`config.mk`:
```
export PLATFORM = sky130hd
export DESIGN_NAME = fulladder32_seq_ctrl
export DESIGN_NICKNAME = d
export VERILOG_FILES = /design/src/rtl/fulladder32_seq_ctrl.sv
export SDC_FILE = /design/constraint.sdc
export NUM_CORES = 1
export LEC_CHECK = 0
export CAP_MARGIN = 20
export CORE_MARGIN = 2
export CORE_UTILIZATION = 45
export CTS_CLUSTER_SIZE = 14
export DETAILED_ROUTE_END_ITERATION = 8
export GPL_TIMING_DRIVEN = 0
export PLACE_DENSITY = 0.76
export RECOVER_POWER = 100
export SLEW_MARGIN = 20
export SYNTH_ARGS = -nofsm -noshare
export SYNTH_HDL_FRONTEND = slang
export SYNTH_SLANG_ARGS = --single-unit
```
`constraint.sdc`:
```
create_clock -name clk -period 4.7 [get_ports clk]
set_input_delay 0.705 -clock clk [delete_from_list [all_inputs] [get_ports clk]]
set_output_delay 0.705 -clock clk [all_outputs]
set_load 0.01 [all_outputs]
```
`src/rtl/fulladder32_seq_ctrl.sv`:
```
// ============================================================================
// Module   : fulladder32_seq_ctrl
// Brief    : Adds NWORDS-wide operands by running them one 32-bit word per
//            cycle through a single FullAdder32. Subtract mode is enabled by
//            the optional macro FULLADDER32_SEQ_SUB_EN.
// Revision : 1.0 - initial release
// ============================================================================
`default_nettype none

module FullAdder32 (
    input  logic [31:0] a,
    input  logic [31:0] b,
    input  logic        cin,
    output logic [31:0] sum,
    output logic        cout
);
    assign {cout, sum} = {1'b0, a} + {1'b0, b} + {32'd0, cin};
endmodule

module fulladder32_seq_ctrl #(
    parameter int NWORDS = 4
) (
    input  logic                   clk,
    input  logic                   rst_n,
    input  logic                   in_valid,
    output logic                   in_ready,
    input  logic [32*NWORDS-1:0]   in_a,
    input  logic [32*NWORDS-1:0]   in_b,
    input  logic                   in_cin,
`ifdef FULLADDER32_SEQ_SUB_EN
    input  logic                   in_sub,
`endif
    output logic                   out_valid,
    input  logic                   out_ready,
    output logic [32*NWORDS-1:0]   out_sum,
    output logic                   out_cout,
    output logic                   out_ovf,
    output logic                   busy
);
    localparam int              IW         = $clog2(NWORDS);
    localparam logic [IW-1:0]   c_LAST_IDX = IW'(NWORDS - 1);

    typedef enum logic [1:0] {
        S_IDLE = 2'd0,
        S_RUN  = 2'd1,
        S_DONE = 2'd2
    } state_t;

    state_t                 r_state;
    logic [IW-1:0]          r_idx;
    logic                   r_carry;
    logic [32*NWORDS-1:0]   r_a;
    logic [32*NWORDS-1:0]   r_b;
    logic [32*NWORDS-1:0]   r_sum;
    logic                   r_cout;
    logic                   r_ovf;
    logic                   r_in_ready;
    logic                   r_out_valid;
    logic                   r_busy;

    logic [31:0]            w_a_word;
    logic [31:0]            w_b_word;
    logic [31:0]            w_b_inv;
    logic [31:0]            w_sum_word;
    logic                   w_cout;
    logic                   w_c31;
    logic                   w_init_carry;

`ifdef FULLADDER32_SEQ_SUB_EN
    logic                   r_sub;

    always_ff @(posedge clk or negedge rst_n) begin
        if (!rst_n) begin
            r_sub <= 1'b0;
        end else if (r_state == S_IDLE && in_valid && r_in_ready) begin
            r_sub <= in_sub;
        end
    end

    // Two's-complement subtract: invert b word by word, start with carry 1.
    assign w_b_inv      = {32{r_sub}};
    assign w_init_carry = in_sub ? 1'b1 : in_cin;
`else
    assign w_b_inv      = 32'd0;
    assign w_init_carry = in_cin;
`endif

    assign w_a_word = r_a[r_idx*32 +: 32];
    assign w_b_word = r_b[r_idx*32 +: 32] ^ w_b_inv;

    FullAdder32 u_add (
        .a    (w_a_word),
        .b    (w_b_word),
        .cin  (r_carry),
        .sum  (w_sum_word),
        .cout (w_cout)
    );

    // Carry into bit 31 recovered from the sum bit: a ^ b ^ c_in = s.
    assign w_c31 = w_a_word[31] ^ w_b_word[31] ^ w_sum_word[31];

    always_ff @(posedge clk or negedge rst_n) begin
        if (!rst_n) begin
            r_state     <= S_IDLE;
            r_idx       <= '0;
            r_carry     <= 1'b0;
            r_a         <= '0;
            r_b         <= '0;
            r_sum       <= '0;
            r_cout      <= 1'b0;
            r_ovf       <= 1'b0;
            r_in_ready  <= 1'b1;
            r_out_valid <= 1'b0;
            r_busy      <= 1'b0;
        end else begin
            case (r_state)
                S_IDLE: begin
                    if (in_valid && r_in_ready) begin
                        r_a        <= in_a;
                        r_b        <= in_b;
                        r_carry    <= w_init_carry;
                        r_idx      <= '0;
                        r_state    <= S_RUN;
                        r_in_ready <= 1'b0;
                        r_busy     <= 1'b1;
                    end
                end
                S_RUN: begin
                    r_sum[r_idx*32 +: 32] <= w_sum_word;
                    r_carry               <= w_cout;
                    if (r_idx == c_LAST_IDX) begin
                        r_cout      <= w_cout;
                        r_ovf       <= w_c31 ^ w_cout;
                        r_state     <= S_DONE;
                        r_out_valid <= 1'b1;
                    end else begin
                        r_idx <= r_idx + 1'b1;
                    end
                end
                S_DONE: begin
                    if (out_ready) begin
                        r_state     <= S_IDLE;
                        r_out_valid <= 1'b0;
                        r_busy      <= 1'b0;
                        r_in_ready  <= 1'b1;
                    end
                end
                default: begin
                    r_state     <= S_IDLE;
                    r_out_valid <= 1'b0;
                    r_busy      <= 1'b0;
                    r_in_ready  <= 1'b1;
                end
            endcase
        end
    end

    assign in_ready  = r_in_ready;
    assign out_valid = r_out_valid;
    assign busy      = r_busy;
    assign out_sum   = r_sum;
    assign out_cout  = r_cout;
    assign out_ovf   = r_ovf;

endmodule

`default_nettype wire

```
======== Word level (Yosys, flattened, before mapping) ========
Index checks and enable logic that the tools add are counted.
word-level totals
  register bits ........................... 394
  output and inout port bits .............. 133
cells by class
  add/subtract/negate cells ............... 4
  equality and inequality tests ........... 7
  shift operators ......................... 4
  muxes and demuxes ....................... 18
  bitwise gates (word level) .............. 5
  reduce and logical (&&, ||, !) cells .... 10
operators with widths
  cell                                                      count
  variable part select 128 x 8 -> 32 bit                    2
  bitwise mux 128 bit                                       1
  variable shift 32 x 34 -> 128 bit (first input constant)  1
  variable part select 32 x 34 -> 128 bit                   1
  negator 7 -> 34 bit                                       1
  adder 32 x 32 -> 33 bit                                   1
  adder 33 x 1 -> 33 bit                                    1
  AND reduction 3 bit                                       4
  2-to-1 mux 2 bit                                          5
  case mux 1 bit (3 select lines)                           3
  != test 2 bit (second input constant)                     4
  2-to-1 mux 1 bit                                          6
  case mux 2 bit (3 select lines)                           1
  AND reduction 2 bit                                       3
  equality test 2 bit (second input constant)               2
  case mux 2 bit (2 select lines)                           1
  bitwise XOR 1 bit                                         3
  adder 2 x 1 -> 2 bit (second input constant)              1
  equality test 2 x 1 -> 1 bit (second input constant)      1
  logical NOT 2 bit                                         1
  NOT 1 bit                                                 2
  case mux 1 bit (2 select lines)                           1
  nonzero test 2 bit                                        1
  logical AND 1 bit                                         1

======== Logic depth before layout (Yosys ltp) ========
Gate-level depths: netlist of run 1.
  depth after elaboration ................. 5
  mapped depth ............................ 13
  gate-level depth less buffers ........... 11

======== Modules after synthesis ========
A second synthesis of run 1 with hierarchy kept.
second synthesis, totals
  cell total of the unflattened synthesis .. 1762
  area, all modules ....................... 18007.3 um^2
modules (own cells, without submodules)
  module                times used  cells an instance  area each (um^2)  sequential area each (um^2)
  fulladder32_seq_ctrl  1           1504               16176.8           9860.7
  FullAdder32           1           258                1830.5            0.0

======== Worst setup path after synthesis of run 1 ========
Ideal clock, no wire load.
  path type ............................... flip-flop to flip-flop
  from .................................... register r_idx[0]
  to ...................................... register r_sum[28], in the netlist out_sum[28]
  library setup time ...................... 136 ps
  data arrival time ....................... 4311 ps
  path slack .............................. 254 ps
  stages on the path, launching flop included .. 14
  buffers on the path ..................... 2
  clock period less this slack ............ 4446 ps
  cells stage by stage .................... dfrtp_1 > buf_1 > buf_1 > mux4_2 > fa_1 > fa_1 > a21o_1 > a21boi_1 > o311ai_2 > a221oi_2 > o211ai_1 > and4b_1 > nor3_1 > o21ai_0
on the way
  longest elaborated chain between the ends .. 5
  elaborated cells on any way between the ends .. 8
  those cells by class .................... 3 x add/sub; 4 x shift; 1 x mux
ends and longest elaborated chain
  item                                                              line    RTL
  start: declaration                                                50      logic [IW-1:0] r_idx;
  start signal: assignment                                          137     r_idx <= r_idx + 1'b1;
  variable part select 128 x 8 -> 32 bit, on equally long branches  88, 89
  adder 32 x 32 -> 33 bit                                           17      assign {cout, sum} = {1'b0, a} + {1'b0, b} + {32'd0, cin};
  adder 33 x 1 -> 33 bit                                            17
  variable part select 32 x 34 -> 128 bit                           129     r_sum[r_idx*32 +: 32] <= w_sum_word;
  bitwise mux 128 bit *                                             129
  end signal: indexed assignment                                    129
  end: declaration                                                  54      logic [32*NWORDS-1:0] r_sum;
Every way passes the cells marked *; elsewhere a longest branch is shown, timed or not.
A chain may end at the register's enable or synchronous reset.

======== Final worst setup path of run 1 ========
  from .................................... register r_idx[1]
  to ...................................... register r_ovf, in the netlist out_ovf
on the way
  longest elaborated chain between the ends .. 5
  elaborated cells on any way between the ends .. 9
  those cells by class .................... 2 x add/sub; 1 x eq/ne; 2 x shift; 3 x bitwise; 1 x reduce/logical
ends and longest elaborated chain
  item                                                              line    RTL
  variable part select 128 x 8 -> 32 bit, on equally long branches  88, 89
  adder 32 x 32 -> 33 bit                                           17
  adder 33 x 1 -> 33 bit                                            17
  bitwise XOR 1 bit                                                 100     assign w_c31 = w_a_word[31] ^ w_b_word[31] ^ w_sum_word[31];
  bitwise XOR 1 bit                                                 133     r_ovf <= w_c31 ^ w_cout;
  end signal: assignment                                            133
  end: declaration                                                  56      logic r_ovf;
Parallel ways exist; a longest one is shown, timed or not.

==> flow_summary.yaml, run 1 <==
outcome:
  violations: "max-capacitance violations, max-slew violations"
  status: "finished with violations"
floorplanning:
  core_area_mm2: 0.0388
  die_area_mm2: 0.0410
  chipHeight_um: 203
  num_rows: 72
  die_w_um: 203
  start_util: 0.457
  boundaryPins: 394
timing:
  slew_viol_final: 205
  fin_crit_sh: 0.960
  tns_ns: 0
  worst_pin_slew_ns: 2.50
  hold_viol: 0
  setup_viol_count_final: 0
  min_period_ns: 4.51
  setup_slack_ns: 0.186
  max_slew_margin: -0.667
  rsz0062_at_grt: "no"
  skew_ns: 0.0153
  fmax_mhz: 222
final_layout:
  postLayoutCoreUtil: 0.617
  syn2layout_area_growth_pct: 35.1
  final_cell_mix: "823 x nand2_1, 392 x dfrtp_1, 258 x clkdlybuf4s50_1, 135 x dlygate4sd3_1, 100 x a22o_1"
  final_common_cell: "nand2_1"
  nFillCells: 3149
  drive_gt1_frac: 0.0751
  final_area_mm2: 0.0240
  seqCellArea_mm2: 0.00986
  multi_input_area_mm2: 0.00753
  nets: 2516
synthesis:
  synth_edf_count: 0
  synth_area_mm2: 0.0177
  synthArstFlopShare: 1.00
  netlist_instances: 1773
  ys_seq_elements: 394
  ys_warn_count: 0
  synth_ff_type: "dfrtp_1"
  synth_fp_nets: 2073
  yosysSeqAreaShare: 0.556
  synth.distinct_cells: 58
  synth.avg_cell_area_um2: 10.0
power_and_ir_drop:
  leakage_nw: 11.9
  power_density_mw_per_mm2: 761
  ir_drop_mv: 0.510
  finalPower_mw: 18.2
setup_path:
  startpoint_type: "register"
  slowest_delay_ns: 0.45
  slowest_stage: "fa_1"
  cpLargestDelayFamily: "compound AO/OA/AOI/OAI gates"
  crit_path_max_fanout: 10
  crit_chain: "buf_2 > clkbuf_2 > mux4_2 > fa_1 > fa_1 > a21o_1 > a21boi_4 > o311ai_4 > a221oi_4 > o2111ai_1 > a31oi_1 > xnor2_1 > o21ai_0"
  crit_top_cell: "fa_1"
  required_ns: 5.11
  path_class: "reg2reg"
  arrival_ns: 4.93
  worst-path-buf-inv: 2
  end_kind: "register"
route:
  vias: 15500
  drtAntennaViolNets: 0
  drt_wl_total_mm: 60.1
  first_pass_iters: 5
  wl_per_cell_um: 21.7
  drc: 0
  drt_first_iter_violations: 1119
  vias_per_cell: 5.58
place:
  dpl-instance-area_mm2: 0.0224
  place_hpwl_mm: 45.5
  gp_routability_congestion: 0.902
  pre_cts_slack_ns: -1.54
  portBuffers: 393
clock_network:
  clk-insertion-delay-late_ns: 0.55
  cts-htree-levels: 2
  cts_tree: "done"
  cts_sinks: 394
  clk_transition_reported_paths_ns: 0.06
  clockBufferDepth: 3
  cts_buffers: 42
  cts_root_buffer: "clkbuf_16"
global_routing:
  grt_max_degree: 105
  grt_pass1_wl_mm: 92.6
  grt_overflow: 0
  antenna_found_initial: 3
  grt_pass1_vias: 15900
  grt_usage: 0.296
job:
  cap_violations: 3
hold_path:
  hold_class: "reg2reg"
## state kept, by name, summed over array words and instances, names as in the netlist
signal     flops
r_carry        1
out_valid      1
out_sum      128
r_a          128
out_ovf        1
r_b          128
busy           1
out_cout       1
in_ready       1
r_idx          2
r_state        2
## routing by layer
layer,GRT usage,up-vias,part of all wire
met4,0.109,2,0.038
met2,0.484,757,0.48
met5,0,-,0.00023
met1,0.400,7708,0.41
li1,-,6867,-
met3,0.0475,136,0.073
## per-stage QoR
stage	instances	hold slack, ns
3_3_place_gp	2684	0.453
2_1_floorplan	1773	0.409
3_5_place_dp	2688	0.457
5_1_grt	2768	0.490
4_1_cts	2767	0.473
6_report	2770	0.469
## tightest hold or removal path, delay by kind of cell (launching register included)
family	cells	cell delay, ns
flip-flops	1	0.34
AND/OR/NAND/NOR	2	0.10
## cell families (layout without fill, tap and decap cells)
| kind of cell | Yosys count | in the layout | synth area share |
|---|---|---|---|
| and+or+nand+nor | 895 | 895 | 0.196 |
| DFF | 394 | 394 | 0.556 |
| AOI/OAI and AO/OA | 240 | 240 | 0.100 |
| buffers and inverters | 112 | 589 | 0.0239 |
| muxes | 64 | 64 | 0.0812 |
| adders and majority gates | 39 | 39 | 0.0283 |
| xor gates and xnor gates | 29 | 29 | 0.0143 |
| other | 0 | 2 | 0 |
## Yosys cell counts, drive strengths merged, types with 2 or more instances
cell type,count,area share
a21o,13,0.0055
o21ai,49,0.014
a21oi,35,0.010
nand3,11,0.0031
fa,2,0.0023
buf,17,0.0037
nor2b,4,0.0014
ha,37,0.026
nor3,3,0.00085
a32o,4,0.0023
or2,2,0.00085
nor2,24,0.0051
a31oi,4,0.0014
nand2,823,0.17
a21boi,2,0.0011
a22o,100,0.049
o211ai,5,0.0024
a211oi,3,0.0013
o31ai,2,0.00085
xor2,9,0.0044
o311ai,2,0.0014
nand2b,7,0.0025
dfrtp,393,0.55
o2111ai,2,0.00099
clkbuf,86,0.018
mux4,64,0.081
xnor2,20,0.0099
o21bai,4,0.0017
a211o,2,0.00099
and3,7,0.0027
inv,9,0.0019
a31o,4,0.0020
nand4,8,0.0028
## power by group
part / internal, mW / leakage [nW] / switching (mW)
combinational: 3.53 / 6.02 / 5.59
sequential: 4.79 / 5.12 / 0.808
clock: 2.12 / 0.726 / 1.40
## layout make-up
cell class	instances	area share
timing repair buffer	399	0.167
multi-input combinational	1267	0.314
sequential	394	0.411
buffer	103	0.0176
clock buffer	64	0.0537
inverter	9	0.00141
tap	518	0.0270
antenna	2	0.000209
clock inverter	14	0.00809
## final timing paths
| path | start | slack (ns) | end | depth (start not counted) |
|---|---|---|---|---|
| max | r_idx[1] | 0.19 | out_ovf | 13 |
| min | r_b[62] | 0.47 | r_b[62] | 2 |
| max reg2reg | r_idx[1] | 0.19 | out_ovf | 13 |
| min reg2reg | r_b[62] | 0.47 | r_b[62] | 2 |
| max in group asynchronous | rst_n | 0.85 | r_a[4] | 4 |
| min in group asynchronous | rst_n | 0.67 | out_sum[116] | 2 |
## repair_timing
| item | in CTS | in global routing |
|---|---|---|
| endpoints found under the setup margin | 95 | 24 |
| hold buffers | 1 | 0 |
| endpoints found under the hold margin | 10 | 0 |
| gates resized for setup | 29 | 9 |
| setup buffers | 0 | 1 |
| pin swaps | 1 | 1 |
(Power assumes the default switching activity.)
==> run 2, diff against run 1 <==
--- a/config.mk
+++ b/config.mk
@@ -5,9 +5,11 @@
 export SDC_FILE = /design/constraint.sdc
 export NUM_CORES = 1
 export LEC_CHECK = 0
+export ABC_CLOCK_PERIOD_IN_PS = 4700
 export CAP_MARGIN = 20
 export CORE_MARGIN = 2
 export CORE_UTILIZATION = 45
+export CTS_CLUSTER_DIAMETER = 80
 export CTS_CLUSTER_SIZE = 14
 export DETAILED_ROUTE_END_ITERATION = 8
 export GPL_TIMING_DRIVEN = 0
==> run 2 against run 1 <==
  * Critical path type unchanged
  * Combinational power barely moved
  * The flow still finishes with violations (max-capacitance violations, max-slew violations)
  * Critical endpoint is now out_sum[29]
  * Global-route usage fell by 0.43 points
  * Fmax rose by 0.80%
==> flow_summary.yaml, run 2 (synthesis results as in run 1) <==
clock_network:
  cts_sinks: 394
  clk-insertion-delay-late_ns: 0.52
  cts_root_buffer: "clkbuf_16"
  cts_tree: "done"
  clk_transition_reported_paths_ns: 0.07
  cts-htree-levels: 2
  cts_buffers: 34
  clockBufferDepth: 3
setup_path:
  arrival_ns: 4.93
  cpLargestDelayFamily: "compound AO/OA/AOI/OAI gates"
  startpoint_type: "register"
  path_class: "reg2reg"
  slowest_delay_ns: 0.61
  reg2reg_depth: 12
  crit_chain: "buf_6 > clkdlybuf4s15_2 > mux4_2 > ha_1 > clkbuf_1 > nand3_1 > a31o_2 > a21bo_2 > a21oi_1 > a41o_2 > xor2_1 > a22o_1"
  end_kind: "register"
  path_depth: 12
  slowest_stage: "mux4_2"
  required_ns: 5.15
  worst-path-buf-inv: 3
  crit_path_max_fanout: 10
job:
  cap_violations: 3
route:
  vias_per_cell: 5.52
  drc: 0
  drtAntennaViolNets: 0
  wl_per_cell_um: 21.7
  vias: 15100
  drt_first_iter_violations: 1001
  drt_wl_total_mm: 59.3
  first_pass_iters: 5
final_layout:
  final_cells: 2738
  final_common_cell: "nand2_1"
  syn2layout_area_growth_pct: 32.3
  nFillCells: 3230
  final_cell_mix: "823 x nand2_1, 393 x dfrtp_1, 258 x clkdlybuf4s50_1, 135 x dlygate4sd3_1, 100 x a22o_1"
  nets: 2508
  drive_gt1_frac: 0.0645
hold_path:
  hold_class: "reg2reg"
  hold_path_depth: 2
timing:
  setup_slack_ns: 0.222
  slew_viol_final: 205
  hold_viol: 0
  tns_ns: 0
  fin_crit_sh: 0.953
  min_period_ns: 4.48
  skew_ns: 0.0146
  max_slew_margin: -0.648
  fmax_mhz: 223
  hold_ws_ns: 0.474
  worst_pin_slew_ns: 2.47
  setup_viol_count_final: 0
power_and_ir_drop:
  finalPower_mw: 17.4
  ir_drop_mv: 0.421
  power_density_mw_per_mm2: 740
  leakage_nw: 11.6
floorplanning:
  boundaryPins: 394
  chipHeight_um: 203
  core_area_mm2: 0.0388
  num_rows: 72
  die_area_mm2: 0.0410
  die_w_um: 203
  start_util: 0.457
outcome:
  status: "finished with violations"
  violations: "max-capacitance violations, max-slew violations"
global_routing:
  grt_pass1_vias: 15700
  grt_max_degree: 105
  grt_usage: 0.291
  antenna_found_initial: 3
  grt_overflow: 0
  grt_pass1_wl_mm: 91.4
place:
  dp.cells: 2688
  portBuffers: 393
  gp_routability_congestion: 0.902
  pre_cts_slack_ns: -1.54
  place_hpwl_mm: 45.5
## run 2: cell count changes in the layout (fill, tap and decap cells not counted), moves of 2 or more
cell       before  now
bufinv_16       4    0
clkbuf_1       95   91
clkbuf_16      45   37
clkbuf_8        9    1
clkinv_2        4    1
clkinv_4        3    1
## run 2: power by group
| group | leakage (nW) | internal (mW) | switching [mW] | total, mW |
|---|---|---|---|---|
| clock network | 0.478 | 1.43 | 1.23 | 2.66 |
| logic | 6.03 | 3.55 | 5.58 | 9.13 |
| registers | 5.13 | 4.78 | 0.803 | 5.59 |
| total | 11.6 | 9.76 | 7.61 | 17.4 |
## run 2: worst reg2reg max path: cells and delay by family (launching register included)
family | cells | cell delay [ns]
compound gates | 5 | 1.35
fa+ha+maj | 1 | 0.29
mux | 1 | 0.61
flops | 1 | 0.50
xor+xnor | 1 | 0.45
buf+inv | 3 | 1.00
simple gates | 1 | 0.22
## run 2: per-stage QoR
step                      instance area, µm²  utilization
after floorplan                        17700            -
after global placement                 22300        0.575
after detailed placement               22400        0.578
after CTS                              23500        0.606
after global routing                   23500        0.605
final                                  23500        0.605
## run 2: worst paths after layout
path | slack (ns) | endpoint | start
setup reg to reg | 0.22 | out_sum[29] | r_idx[0]
hold reg to reg | 0.47 | r_a[81] | r_a[81]
hold / removal | 0.47 | r_a[81] | r_a[81]
min in group asynchronous | 0.70 | out_sum[88] | rst_n
max in group asynchronous | 0.86 | r_b[68] | rst_n
setup / recovery | 0.22 | out_sum[29] | r_idx[0]
## run 2: timing repair
item / in CTS / in global routing
hold buffers: 1 / 0
hold endpoints to repair: 10 / 0
endpoints found under the setup margin: 95 / 23
pin swaps: 1 / 2
setup buffers: 0 / 1
resized for setup: 28 / 11
## run 2: per-layer routing
layer	wire length [µm]	track usage	up-vias
li1	-	-	6826
met1	24500	0.391	7531
met2	28600	0.485	649
met3	4090	0.0459	114
met4	2090	0.101	2
met5	14	0	-
## run 2: layout make-up
cell class	instances	area (µm²)	area share
Sequential cell	394	9860	0.420
Multi-Input combinational cell	1267	7540	0.321
Timing Repair Buffer	399	3990	0.170
Clock buffer	44	962	0.0410
Tap cell	518	648	0.0276
Buffer	103	415	0.0177
Inverter	9	33.8	0.00144
Clock inverter	2	13.8	0.000586
Antenna cell	2	5.00	0.000213
